==> config.mk <==
export PLATFORM = sky130hd
export DESIGN_NAME = pipelined_adder_flat
export DESIGN_NICKNAME = d
export VERILOG_FILES = /design/src/rtl/adder_pkg.sv /design/src/rtl/pipelined_adder_if.sv /design/src/rtl/adder_slice.sv /design/src/rtl/pipelined_adder.sv /design/src/flat_wrapper.sv
export SDC_FILE = /design/constraint.sdc
export NUM_CORES = 1
export LEC_CHECK = 0
export BUFFER_PORTS_ARGS = -buffer_cell sky130_fd_sc_hd__buf_4
export CORE_MARGIN = 3
export CORE_UTILIZATION = 35
export CTS_BUF_LIST = sky130_fd_sc_hd__clkbuf_16
export CTS_CLUSTER_DIAMETER = 40
export CTS_CLUSTER_SIZE = 14
export DETAILED_ROUTE_END_ITERATION = 6
export MAX_ROUTING_LAYER = met4
export PLACE_DENSITY = 0.57
export SLEW_MARGIN = 20
export SYNTH_ARGS = -nofsm -noshare
export SYNTH_HDL_FRONTEND = slang
export SYNTH_SLANG_ARGS = --single-unit
==> constraint.sdc <==
create_clock -name clk -period 2.02 [get_ports clk]
set_clock_uncertainty 0.05 [all_clocks]
set_input_delay 0.404 -clock clk [delete_from_list [all_inputs] [get_ports clk]]
set_output_delay 0.404 -clock clk [all_outputs]
set_load 0.1 [all_outputs]
==> src/rtl/adder_pkg.sv <==
// Shared types and helpers for the pipelined add/subtract unit.
// Slice geometry and configuration checks live here so every file agrees.
package adder_pkg;

    localparam int DEF_W      = 32;
    localparam int DEF_STAGES = 4;

    typedef struct packed {
        logic carry;
        logic msb_cin;
    } ctl_t;

    function automatic bit cfg_ok(int w, int s);
        return (s >= 1) && (w >= s) && ((w % s) == 0);
    endfunction

    localparam bit DEF_OK = cfg_ok(DEF_W, DEF_STAGES);

    function automatic int slice_lo(int k, int c);
        return k * c;
    endfunction

    function automatic int slice_hi(int k, int c);
        return k * c + c - 1;
    endfunction

endpackage

==> src/rtl/pipelined_adder_if.sv <==
// Operand and result handshakes of the pipelined add/subtract unit.
interface pipelined_adder_if #(
    parameter int W = 32
);
    logic         in_valid;
    logic         in_ready;
    logic [W-1:0] a;
    logic [W-1:0] b;
    logic         sub;
    logic         cin;
    logic         out_valid;
    logic         out_ready;
    logic [W-1:0] sum;
    logic         carry_out;
    logic         overflow;

    modport master (
        output in_valid, a, b, sub, cin, out_ready,
        input  in_ready, out_valid, sum, carry_out, overflow
    );

    modport slave (
        input  in_valid, a, b, sub, cin, out_ready,
        output in_ready, out_valid, sum, carry_out, overflow
    );

endinterface

==> src/rtl/adder_slice.sv <==
// One C-bit carry-propagating slice: {co, s} = a + b + ci.
module adder_slice #(
    parameter int C = 8
) (
    input  logic [C-1:0] a,
    input  logic [C-1:0] b,
    input  logic         ci,
    output logic [C-1:0] s,
    output logic         co
);

    assign {co, s} = {1'b0, a} + {1'b0, b} + {{C{1'b0}}, ci};

endmodule

==> src/rtl/pipelined_adder.sv <==
// W-bit add/subtract split into STAGES slices, one slice per stage,
// with valid/ready on both sides and a single global advance enable.
module pipelined_adder
    import adder_pkg::*;
#(
    parameter int W      = 32,
    parameter int STAGES = 4
) (
    input  logic             clk,
    input  logic             rst_n,
    pipelined_adder_if.slave bus
);

    localparam int C = W / STAGES;
    localparam int L = STAGES - 1;

    typedef struct packed {
        logic [W-1:0] acc;
        logic [W-1:0] braw;
        ctl_t         ctl;
    } stage_t;

    if (!cfg_ok(W, STAGES)) begin : g_bad_cfg
        $error("pipelined_adder: STAGES must divide W");
    end

    logic         en;
    logic [W-1:0] b_eff;
    logic         c0;

    assign en           = !g_st[L].v_q || bus.out_ready;
    assign bus.in_ready = en;
    assign b_eff        = bus.sub ? ~bus.b : bus.b;
    assign c0           = bus.sub ? 1'b1 : bus.cin;

    for (genvar k = 0; k < STAGES; k++) begin : g_st
        localparam int LO = slice_lo(k, C);
        localparam int HI = slice_hi(k, C);

        logic [W-1:0] acc_in;
        logic [W-1:0] b_in;
        logic         ci;
        logic         v_in;
        logic [C-1:0] sa;
        logic [C-1:0] sb;
        logic [C-1:0] ss;
        logic         co;
        stage_t       nx;
        stage_t       q;
        logic         v_q;
        logic         unused_q;

        if (k == 0) begin : g_head
            assign acc_in = bus.a;
            assign b_in   = b_eff;
            assign ci     = c0;
            assign v_in   = bus.in_valid;
        end else begin : g_body
            assign acc_in = g_st[k-1].q.acc;
            assign b_in   = g_st[k-1].q.braw;
            assign ci     = g_st[k-1].q.ctl.carry;
            assign v_in   = g_st[k-1].v_q;
        end

        assign sa = acc_in[HI:LO];
        assign sb = b_in[HI:LO];

        adder_slice #(
            .C(C)
        ) u_slice (
            .a (sa),
            .b (sb),
            .ci(ci),
            .s (ss),
            .co(co)
        );

        // Carry into this slice's top bit; only the last stage's copy matters.
        always_comb begin
            nx             = '0;
            nx.acc         = acc_in;
            nx.acc[HI:LO]  = ss;
            nx.braw        = b_in;
            nx.ctl.carry   = co;
            nx.ctl.msb_cin = sa[C-1] ^ sb[C-1] ^ ss[C-1];
        end

        always_ff @(posedge clk or negedge rst_n) begin
            if (!rst_n) begin
                v_q <= 1'b0;
                q   <= '0;
            end else if (en) begin
                v_q <= v_in;
                q   <= nx;
            end
        end

        assign unused_q = ^{q.braw, q.ctl.msb_cin};
    end

    assign bus.out_valid = g_st[L].v_q;
    assign bus.sum       = g_st[L].q.acc;
    assign bus.carry_out = g_st[L].q.ctl.carry;
    assign bus.overflow  = g_st[L].q.ctl.carry ^ g_st[L].q.ctl.msb_cin;

endmodule
==> src/flat_wrapper.sv <==
// flat-port wrapper written by rule: the top's interface ports become plain ports
module pipelined_adder_flat import adder_pkg::*;
#(
    parameter int W      = 32,
    parameter int STAGES = 4
)
  (clk, rst_n, bus_in_valid, bus_a, bus_b, bus_sub, bus_cin, bus_out_ready, bus_in_ready, bus_out_valid, bus_sum, bus_carry_out, bus_overflow);
  pipelined_adder_if #(.W(W)) bus_i ();
  input  logic clk;
  input  logic rst_n;
  input wire logic [$bits(bus_i.in_valid)-1:0] bus_in_valid;
  input wire logic [$bits(bus_i.a)-1:0] bus_a;
  input wire logic [$bits(bus_i.b)-1:0] bus_b;
  input wire logic [$bits(bus_i.sub)-1:0] bus_sub;
  input wire logic [$bits(bus_i.cin)-1:0] bus_cin;
  input wire logic [$bits(bus_i.out_ready)-1:0] bus_out_ready;
  output wire logic [$bits(bus_i.in_ready)-1:0] bus_in_ready;
  output wire logic [$bits(bus_i.out_valid)-1:0] bus_out_valid;
  output wire logic [$bits(bus_i.sum)-1:0] bus_sum;
  output wire logic [$bits(bus_i.carry_out)-1:0] bus_carry_out;
  output wire logic [$bits(bus_i.overflow)-1:0] bus_overflow;
  assign bus_i.in_valid = bus_in_valid;
  assign bus_i.a = bus_a;
  assign bus_i.b = bus_b;
  assign bus_i.sub = bus_sub;
  assign bus_i.cin = bus_cin;
  assign bus_i.out_ready = bus_out_ready;
  assign bus_in_ready = bus_i.in_ready;
  assign bus_out_valid = bus_i.out_valid;
  assign bus_sum = bus_i.sum;
  assign bus_carry_out = bus_i.carry_out;
  assign bus_overflow = bus_i.overflow;
  pipelined_adder #(.W(W), .STAGES(STAGES)) u_core (.clk(clk), .rst_n(rst_n), .bus(bus_i));
endmodule
==> results of run 1 <==
-- kinds of logic (layout without fill, tap and decap cells) --
logic type / Yosys count / after routing / share of synthesized area [%]
AO/OA/AOI/OAI: 117 / 117 / 8.01
AND/OR/NAND/NOR: 475 / 475 / 21.4
adder cells (fa/ha/maj): 36 / 36 / 5.92
flip-flops: 185 / 185 / 53.7
XOR/XNOR: 48 / 48 / 4.88
buffers and inverters: 88 / 190 / 6.07
-- metal layers --
layer	global-route usage, %	vias up	wire (um)
met3	2.80	21	507
li1	-	3168	-
met1	21.1	2848	9330
met5	-	-	0
met4	4.61	0	258
met2	19.4	103	7440
-- Yosys cell counts --
library cell	number
buf_2	25
o21ai_0	60
inv_1	10
a211oi_1	9
fa_1	8
buf_4	43
inv_2	1
nor2_1	21
xor2_1	23
a31oi_1	6
nor2b_4	2
or2_2	1
a21o_1	8
nor3_1	12
or3_1	2
o21bai_1	4
o31a_1	4
o21a_1	2
clkbuf_1	9
ha_1	28
a211oi_2	2
xnor2_1	25
nand2_1	429
nand2b_1	3
o211ai_1	4
dfrtp_1	185
nor2b_1	5
a21oi_1	18
-- worst max path at each step --
stage	from	to	slack, ps	cells after the start
2_1_floorplan	bus_sub	u_core.g_st[1].ci$_DFFE_PN0P_	-560	11
3_3_place_gp	bus_sub	u_core.g_st[1].ci$_DFFE_PN0P_	-500	10
3_5_place_dp	bus_sub	u_core.g_st[1].ci$_DFFE_PN0P_	-550	10
4_1_cts	u_core.g_st[1].b_in[8]$_DFFE_PN0P_	u_core.g_st[2].acc_in[14]$_DFFE_PN0P_	-110	8
5_1_grt	u_core.g_st[3].ci$_DFFE_PN0P_	u_core.bus.sum[30]$_DFFE_PN0P_	-180	7
6_report	u_core.g_st[1].acc_in[8]$_DFFE_PN0P_	u_core.g_st[2].acc_in[14]$_DFFE_PN0P_	-120	8
-- area by class of cell --
type | instances | area share [%]
clock buffer | 17 | 4.05
tap | 319 | 3.80
clock inverter | 15 | 1.81
inverter | 11 | 0.417
multi-input combinational | 676 | 34.2
sequential | 185 | 44.1
timing repair buffer | 147 | 11.6
-- worst max-delay path, delay by kind of cell, from the launching register on --
kind / cells / cell delay, ps
compound gates: 4 / 790
buf+inv: 1 / 80
fa+ha+maj: 2 / 660
simple gates: 1 / 50
flops: 1 / 400
-- state kept, by name, summed over array words and instances (netlist names) --
signal and count:
u_core.bus.carry_out 1, u_core.bus.out_valid 1, u_core.bus.sum 32, u_core.g_st.acc_in 96, u_core.g_st.b_in 48, u_core.g_st.ci 3, u_core.g_st.q 1, u_core.g_st.v_q 3
-- power breakdown --
group / switching, mW / internal [mW] / total [mW]
Sequential: 0.961 / 5.36 / 6.33
Combinational: 5.94 / 3.04 / 8.97
Clock: 1.49 / 1.97 / 3.47
-- repair_timing --
action	4_1_cts	5_1_grt
buffers inserted	4	2
endpoints found under the setup margin	13	18
hold buffers	1	0
hold endpoints to repair	27	0
cloned	0	0
pin swaps	11	31
resized for setup	8	26
-- placed cells by master, fill, tap and decap left out, types with 4 or more instances in the layout --
master / netlist / routed
nand2_1: 429 / 429
dfrtp_1: 185 / 184
buf_4: 43 / 134
o21ai_0: 60 / 46
ha_1: 28 / 28
xnor2_1: 25 / 25
xor2_1: 23 / 22
nor2_1: 21 / 21
clkbuf_16: 0 / 17
o21ai_1: 0 / 12
a21oi_1: 18 / 12
nor3_1: 12 / 10
inv_1: 10 / 8
a21o_1: 8 / 8
fa_2: 0 / 8
buf_12: 0 / 7
a21oi_2: 0 / 6
a31oi_1: 6 / 5
a211oi_1: 9 / 5
clkinvlp_4: 0 / 5
o211ai_1: 4 / 4
o21bai_1: 4 / 4
o31a_1: 4 / 4
-- metrics by stage --
step / power, mW / setup TNS [ps] / hold slack, ps
after floorplan: 13.3 / -2110 / 58.4
final: 18.8 / -386 / 112
after global routing: 20.2 / -1330 / 93.3
after CTS: 18.7 / -283 / 97.4
after global placement: 14.9 / -2490 / 269
after detailed placement: 15.0 / -2810 / 269
==> impl_metrics.toml, run 1 <==
[setup_path]
critPathSlowestCell = "fa_2"
cp_data_arrival_time_ps = 2410
cpMostUsedCell = "fa_2"
rr_startpoint = "u_core.g_st[1].acc_in[8]$_DFFE_PN0P_"
path_max_fanout = 3
slowest_delay_ps = 430
worstPathRequired_ps = 2290
rr_endpoint = "u_core.g_st[2].acc_in[14]$_DFFE_PN0P_"
rrSetupSlack_ps = -120
worstSetupPathType = "reg2reg"
crit_path_end_kind = "flip-flop"
path_cells = "fa_2 -> inv_2 -> fa_2 -> nor2b_4 -> o31a_1 -> o21ai_0 -> a211oi_2 -> a21o_1"
rr_worst_depth = 8
startpoint_type = "flip-flop"

[final_layout]
area_delta_synth_final_pct = 21.9
fillers = 2367
postLayoutCoreUtil_pct = 44.1
multiInputGateArea_sq_um = 3600
layout-drive-gt1-share_pct = 20.3
n_antenna_cell = 0
seq_area_sq_um = 4630
finalNonFillerCells = 1370
nets = 1144
post-route-cell-area_sq_um = 10500

[cts]
tritoncts = "built"
cts-root-buf = "clkbuf_16"
cts_inserted_buffers = 17
clk_latency_ps = 430
clkTransAtPathRegs_ps = 70
clk_path_buf_depth = 2
htree_levels = 4
cts.sinks = 185

[floorplan]
core_area_sq_um = 23800
placementRows = 56
die_width_um = 163
dieArea_sq_um = 26500
start_util_pct = 36.2
io_pins = 106
die_h_um = 163

[sta]
setup_viol = 5
fin_ws_ps = -122
clock.fmax_mhz = 467
tightest_slew_ps = 396
drv_slew = 0
rsz0062_at_grt = "true"
max_slew_margin_pct = 73.4
hold_viol = 0
finalCritPeriodShare_pct = 106
fin_crit_ps = 2140

[drt]
drt-pass1-iter-count = 5
via_per_inst = 4.48
vias = 6140
antenna_left = 0
first_iter_violations = 323
drc = 0
routed_wl_um = 17500
drt-wirelength-per-cell_um = 12.8

[synthesis]
ys_seq_elements = 185
synth_area_leader_cell = "dfrtp_1"
netlist_area_sq_um = 8620
synthCells = 949
synth_nets = 1055
synthTopCellsByArea = "dfrtp_1 (54%), nand2_1 (19%), ha_1 (4.1%), buf_4 (3.7%), o21ai_0 (3.5%)"
ys_seq_area_share_pct = 53.7
avgSynthCellArea_sq_um = 9.08
synth.top_cell.area_share_pct = 53.7
yosysUniqueCellTypes = 28
synth_warnings = 0

[placement]
place.gp.congestion = 0.830
hpwlAfterDp_um = 11800
port-buffer-count = 105
placed_area_sq_um = 9730
dp.cells = 1331
detailedPlace.worstSlack_ps = -554

[global_route]
antenna_found_initial = 0
globalRoute.totalOverflow = 0
grt_pass1_vias = 5853
grt_max_degree = 87
grt_use_total_pct = 14.2
grt_first_pass_wirelength_um = 29700

[power_and_ir_drop]
leakage_nw = 5.23
power.density_nw_per_um2 = 1790
ir_drop_v = 0.00133

[min_path]
hold_start = "bus_a[17]"
min_path_type = "in2reg"
min_delay_path_depth = 3
holdPathEnd = "u_core.g_st[1].acc_in[17]$_DFFE_PN0P_"

[outcome]
status = "complete, but fails checks"
violations = "negative setup slack"

[job]
maxCapViolCount = 0
Note: power is estimated with default switching activity, not from simulation.
==> run 2: changes to the inputs <==
CTS_BUF_LIST = not set   (was sky130_fd_sc_hd__clkbuf_16)
PLACE_DENSITY = 0.56   (was 0.57)
SYNTH_HIERARCHICAL = 1   (was not set)
==> impl_metrics.toml, run 2 <==
[setup_path]
critPathSlowestCell = "fa_2"
startpoint_type = "flip-flop"
worstSetupPathType = "reg2reg"
cp_data_arrival_time_ps = 2350
cp_num_buf_inv = 0
crit_path_end_kind = "flip-flop"
cpLargestDelayFamily = "adder cells"
worstPathRequired_ps = 2290
slowest_delay_ps = 430
path_max_fanout = 2
path_cells = "fa_2 -> fa_2 -> a21oi_4 -> nor2_2 -> nor2_2 -> o21ai_1 -> mux2_4"

[sta]
fin_ws_ps = -66.4
drv_slew = 0
fin_hold_ws_ps = 145
finalCritPeriodShare_pct = 103
hold_viol = 0
clock.fmax_mhz = 479
setup_viol = 11
tightest_slew_ps = 481
max_slew_margin_pct = 67.9
fin_crit_ps = 2090
rsz0062_at_grt = "true"

[placement]
detailedPlace.worstSlack_ps = -481
hpwlAfterDp_um = 12700
dp.cells = 1060
port-buffer-count = 105
place.gp.congestion = 0.860
placed_area_sq_um = 10700

[synthesis]
avgSynthCellArea_sq_um = 15.0
netlist_area_sq_um = 9360
synth_warnings = 6
synthCells = 625
yosysUniqueCellTypes = 36
synthTopCellsByArea = "dfrtp_1 (49%), mux2_4 (22%), mux2_2 (5.5%), xor2_1 (3.8%), ha_1 (3.7%)"
synth_most_common_cell = "dfrtp_1"
async_flop_share_pct = 100
synth.top_cell.area_share_pct = 49.5
yosys-top-cells-count = "dfrtp_1 (185), mux2_4 (138), mux2_2 (46)"
ys_seq_area_share_pct = 49.5
synth-edff-count = 0
synth_area_leader_cell = "dfrtp_1"
synth_top_flop_cell = "dfrtp_1"
ys_seq_elements = 185
synth_nets = 731

[cts]
clkTransAtPathRegs_ps = 80
cts-root-buf = "clkbuf_16"
cts.sinks = 185
cts_inserted_buffers = 17
clk_path_buf_depth = 2
clk_latency_ps = 430
htree_levels = 4
tritoncts = "built"

[floorplan]
start_util_pct = 35.7
dieArea_sq_um = 28700
core_area_sq_um = 26200
die_h_um = 170
io_pins = 106
die_width_um = 170
placementRows = 59

[final_layout]
fillers = 2323
seq_area_sq_um = 4630
post-route-cell-area_sq_um = 11400
final_common_cell = "dfrtp_1"
multiInputGateArea_sq_um = 4380
largest_reg_flops = 96
finalNonFillerCells = 1097
area_delta_synth_final_pct = 22.2
n_antenna_cell = 0
layout-drive-gt1-share_pct = 54.5
nets = 855
final_cell_mix = "dfrtp_1 (185), buf_4 (149), mux2_4 (143)"

[drt]
routed_wl_um = 18000
first_iter_violations = 227
drt-pass1-iter-count = 4
antenna_left = 0
drc = 0
vias = 5263
drt-wirelength-per-cell_um = 16.4
via_per_inst = 4.80

[power_and_ir_drop]
leakage_nw = 5.46
totalPowerFinal_mw = 21.8
power.density_nw_per_um2 = 1910
ir_drop_v = 0.00131

[global_route]
grt_use_total_pct = 13.5
grt_pass1_vias = 5794
globalRoute.totalOverflow = 0
antenna_found_initial = 0
grt_first_pass_wirelength_um = 30200
grt_max_degree = 59

[min_path]
min_path_type = "in2reg"

[job]
maxCapViolCount = 0

[outcome]
violations = "negative setup slack"
status = "complete, but fails checks"
[run 2: changes by cell type after synthesis, sizes merged, moves of 9 or more]
| cell | before | now |
|---|---|---|
| a211oi | 11 | 0 |
| buf | 68 | 57 |
| clkbuf | 9 | 0 |
| mux2 | 0 | 184 |
| nand2 | 429 | 9 |
| nor2 | 21 | 2 |
| o21ai | 60 | 4 |
| xnor2 | 25 | 8 |
| xor2 | 23 | 41 |
[run 2: area by class of cell]
| class | instances | share of cell area, % |
|---|---|---|
| clock buffer | 17 | 3.72 |
| inverter | 12 | 0.394 |
| multi-input combinational | 371 | 38.3 |
| tap | 335 | 3.66 |
| sequential | 185 | 40.5 |
| timing repair buffer | 162 | 11.8 |
| clock inverter | 15 | 1.62 |
[run 2: per-layer routing]
layer  up-vias  track usage [%]  routed length [um]
met5         -                -                   0
met4         0             4.52                 418
met3        33             4.29                 990
met1      2669             17.6                8130
li1       2424                -                   -
met2       137             20.0                8440
[run 2: worst register-to-register path, cell delays in order, from the launching register on]
cell	delay [ps]
dfrtp_1	410
fa_2	430
fa_2	390
a21oi_4	170
nor2_2	60
nor2_2	140
o21ai_1	70
mux2_4	260
[run 2: worst paths after layout]
check | start | to | slack [ps] | cells after the start
hold / removal | bus_a[8] | u_core/g_st[1].acc_in[8]$_DFFE_PN0P_ | 140 | 2
max in group asynchronous | rst_n | u_core/g_st[1].b_in[29]$_DFFE_PN0P_ | 800 | 3
setup / recovery | u_core/g_st[2].ci$_DFFE_PN0P_ | u_core/g_st[3].ci$_DFFE_PN0P_ | -70 | 7
min in group asynchronous | rst_n | u_core/g_st[1].acc_in[24]$_DFFE_PN0P_ | 430 | 2
setup reg to reg | u_core/g_st[2].ci$_DFFE_PN0P_ | u_core/g_st[3].ci$_DFFE_PN0P_ | -70 | 7
hold reg to reg | u_core/g_st[2].v_q$_DFFE_PN0P_ | u_core/bus.out_valid$_DFFE_PN0P_ | 420 | 1
[run 2: kinds of logic (layout without fill, tap and decap cells)]
| logic type | after synthesis | in the layout | share of synthesized area [%] |
|---|---|---|---|
| mux | 185 | 185 | 27.8 |
| flops | 185 | 185 | 49.5 |
| buf+inv | 69 | 206 | 5.55 |
| compound gates | 55 | 55 | 4.25 |
| xor+xnor | 50 | 50 | 4.84 |
| simple gates | 45 | 45 | 2.66 |
| fa+ha+maj | 36 | 36 | 5.45 |
[run 2: report_power, final]
| group | internal, mW | switching, mW | total, mW |
|---|---|---|---|
| clock | 1.78 | 1.63 | 3.41 |
| sequential | 5.41 | 1.09 | 6.50 |
| combinational | 5.79 | 6.10 | 11.9 |
[run 2: metrics by stage]
step                utilization, %  setup TNS, ps
finish                        43.6           -396
global placement              40.6          -3370
floorplan                        -          -2380
global route                  43.6          -1130
CTS                           43.4           -597
detailed placement            40.6          -3920
[run 2: timing repair]
| item | CTS | global route |
|---|---|---|
| setup endpoints to repair | 13 | 17 |
| hold buffers | 1 | 0 |
| pin swaps | 15 | 6 |
| setup buffers | 3 | 1 |
| cloned | 0 | 0 |
| gates resized for setup | 16 | 13 |
| hold endpoints to repair | 39 | 0 |
==> run 3: changes to the inputs <==
CORE_ASPECT_RATIO = 0.75   (was not set)
GPL_TIMING_DRIVEN = 0   (was not set)
==> impl_metrics.toml, run 3 (same netlist as run 2, synthesis figures left out) <==
[outcome]
status = "complete, but fails checks"
violations = "negative setup slack"

[setup_path]
rrSetupSlack_ps = -80
startpoint_type = "flip-flop"
cp_data_arrival_time_ps = 2370
rr_startpoint = "u_core/g_st[3].acc_in[24]$_DFFE_PN0P_"
path_cells = "fa_2 -> fa_2 -> a21oi_4 -> o21a_1 -> o21ai_1 -> mux2_4"
rr_worst_depth = 6
cp_num_buf_inv = 0
worstPathRequired_ps = 2300
crit_path_end_kind = "flip-flop"
rr_endpoint = "u_core/bus.carry_out$_DFFE_PN0P_"
cpLargestDelayFamily = "adder cells"
worstSetupPathType = "reg2reg"
cpMostUsedCell = "fa_2"
slowest_delay_ps = 430
worstSetupStartpoint = "u_core/g_st[3].acc_in[24]$_DFFE_PN0P_"
path_max_fanout = 2
critPathSlowestCell = "fa_2"

[drt]
drc = 0
drt-pass1-iter-count = 4
drt-wirelength-per-cell_um = 17.3
routed_wl_um = 19500
antenna_left = 0
first_iter_violations = 189
vias = 5301
via_per_inst = 4.71

[cts]
htree_levels = 4
cts.sinks = 185
clkTransAtPathRegs_ps = 80
clk_path_buf_depth = 2
cts-root-buf = "clkbuf_16"
clk_latency_ps = 430
cts_inserted_buffers = 17
tritoncts = "built"

[final_layout]
nets = 875
final_cell_mix = "dfrtp_1 (185), buf_4 (155), mux2_4 (142)"
fillers = 2366
area_delta_synth_final_pct = 23.3
layout-drive-gt1-share_pct = 55.6
finalNonFillerCells = 1126
n_antenna_cell = 0
final_common_cell = "dfrtp_1"
largest_reg_flops = 96

[global_route]
grt_max_degree = 97
grt_pass1_vias = 5743
grt_first_pass_wirelength_um = 31300
globalRoute.totalOverflow = 0
grt_use_total_pct = 14.3
antenna_found_initial = 0

[placement]
dp.cells = 1074
place.gp.congestion = 0.776
hpwlAfterDp_um = 13600
port-buffer-count = 104

[power_and_ir_drop]
power.density_nw_per_um2 = 1890
swShare_pct = 40.4
power.switching_mw = 8.83
totalPowerFinal_mw = 21.9
combPwrFrac_pct = 55.1
pwr-share-clk_pct = 15.1
intPower_mw = 13.0
leakage_nw = 5.53
seqPwrFrac_pct = 29.8
ir_drop_v = 0.00166

[sta]
finalCritPeriodShare_pct = 104
tightest_slew_ps = 743
hold_viol = 0
fin_crit_ps = 2100
drv_slew = 0
max_slew_margin_pct = 50.5
fin_ws_ps = -77.5
clock.fmax_mhz = 477
rsz0062_at_grt = "true"
setup_viol = 11

[floorplan]
die_width_um = 195
die_h_um = 148
start_util_pct = 35.8
dieArea_sq_um = 28800
placementRows = 51
core_area_sq_um = 26200
io_pins = 106

[min_path]
hold_start = "bus_a[27]"
holdPathEnd = "u_core/g_st[1].acc_in[27]$_DFFE_PN0P_"
min_path_type = "in2reg"
min_delay_path_depth = 2

[job]
maxCapViolCount = 0
run 3: changes by cell type in the layout (fill, tap and decap cells not counted), moves of 2 or more:
cell and change:
buf_6 +14, buf_12 -7, buf_4 +6, buf_2 +5, clkinv_8 -4, buf_16 +2, clkinv_4 +2, ha_1 +2
ha_4 -2, inv_6 +2, o21ai_1 -2, o21ai_2 +2
run 3: repair_timing:
action / in CTS / in global routing
endpoints found under the setup margin: 15 / 17
gates resized for setup: 20 / 15
hold buffers: 1 / 0
hold endpoints to repair: 92 / 0
buffers inserted: 6 / 14
pin swaps: 20 / 19
run 3: routing by layer:
metal / vias to the layer above / routed length, um / GRT usage, %
met3: 21 / 755 / 3.55
met5: - / 0 / -
met4: 0 / 228 / 3.78
met2: 107 / 8770 / 20.8
li1: 2468 / - / -
met1: 2705 / 9690 / 20.0
run 3: worst reg2reg max path, cell delays in order, from the launching register on:
cell     delay (ps)
dfrtp_1         410
fa_2            440
fa_2            380
a21oi_4         200
o21a_1          180
o21ai_1          90
mux2_4          260
run 3: cell type report:
| class | count | area (sq um) | area share, % |
|---|---|---|---|
| sequential | 185 | 4630 | 40.1 |
| multi-input combinational | 371 | 4360 | 37.8 |
| timing repair buffer | 126 | 988 | 8.56 |
| buffer | 56 | 509 | 4.41 |
| tap | 344 | 430 | 3.73 |
| clock buffer | 17 | 425 | 3.69 |
| clock inverter | 15 | 155 | 1.34 |
| inverter | 12 | 45.0 | 0.390 |
run 3: worst max path at each step:
stage / to / slack (ps) / cells after the start
after floorplan: u_core/g_st[1].acc_in[6]$_DFFE_PN0P_ / -450 / 9
after global placement: u_core/g_st[1].acc_in[31]$_DFFE_PN0P_ / -660 / 1
after detailed placement: u_core/g_st[1].ci$_DFFE_PN0P_ / -590 / 9
after CTS: u_core/g_st[3].acc_in[22]$_DFFE_PN0P_ / -140 / 7
after global routing: u_core/g_st[3].q[0]$_DFFE_PN0P_ / -130 / 7
final: u_core/bus.carry_out$_DFFE_PN0P_ / -80 / 6
run 3: per-stage QoR:
stage	worst slack [ps]	hold slack (ps)	setup TNS, ps	cell area, sq um	utilization (%)
finish	-77.5	148	-562	11500	44.1
global route	-133	116	-1240	11500	44.1
CTS	-140	124	-776	11400	43.5
detailed placement	-590	427	-4080	10700	40.8
global placement	-661	428	-122010	10600	40.6
floorplan	-446	58.4	-2380	9420	-
run 3: power by group through the flow:
stage / clock [mW] / combinational [mW] / sequential (mW)
after CTS: 3.43 / 11.8 / 6.53
after detailed placement: 0 / 11.5 / 6.54
after global placement: 0 / 11.3 / 6.52
after floorplan: 0 / 9.51 / 6.30
after global routing: 3.59 / 12.8 / 6.76
final: 3.30 / 12.1 / 6.52
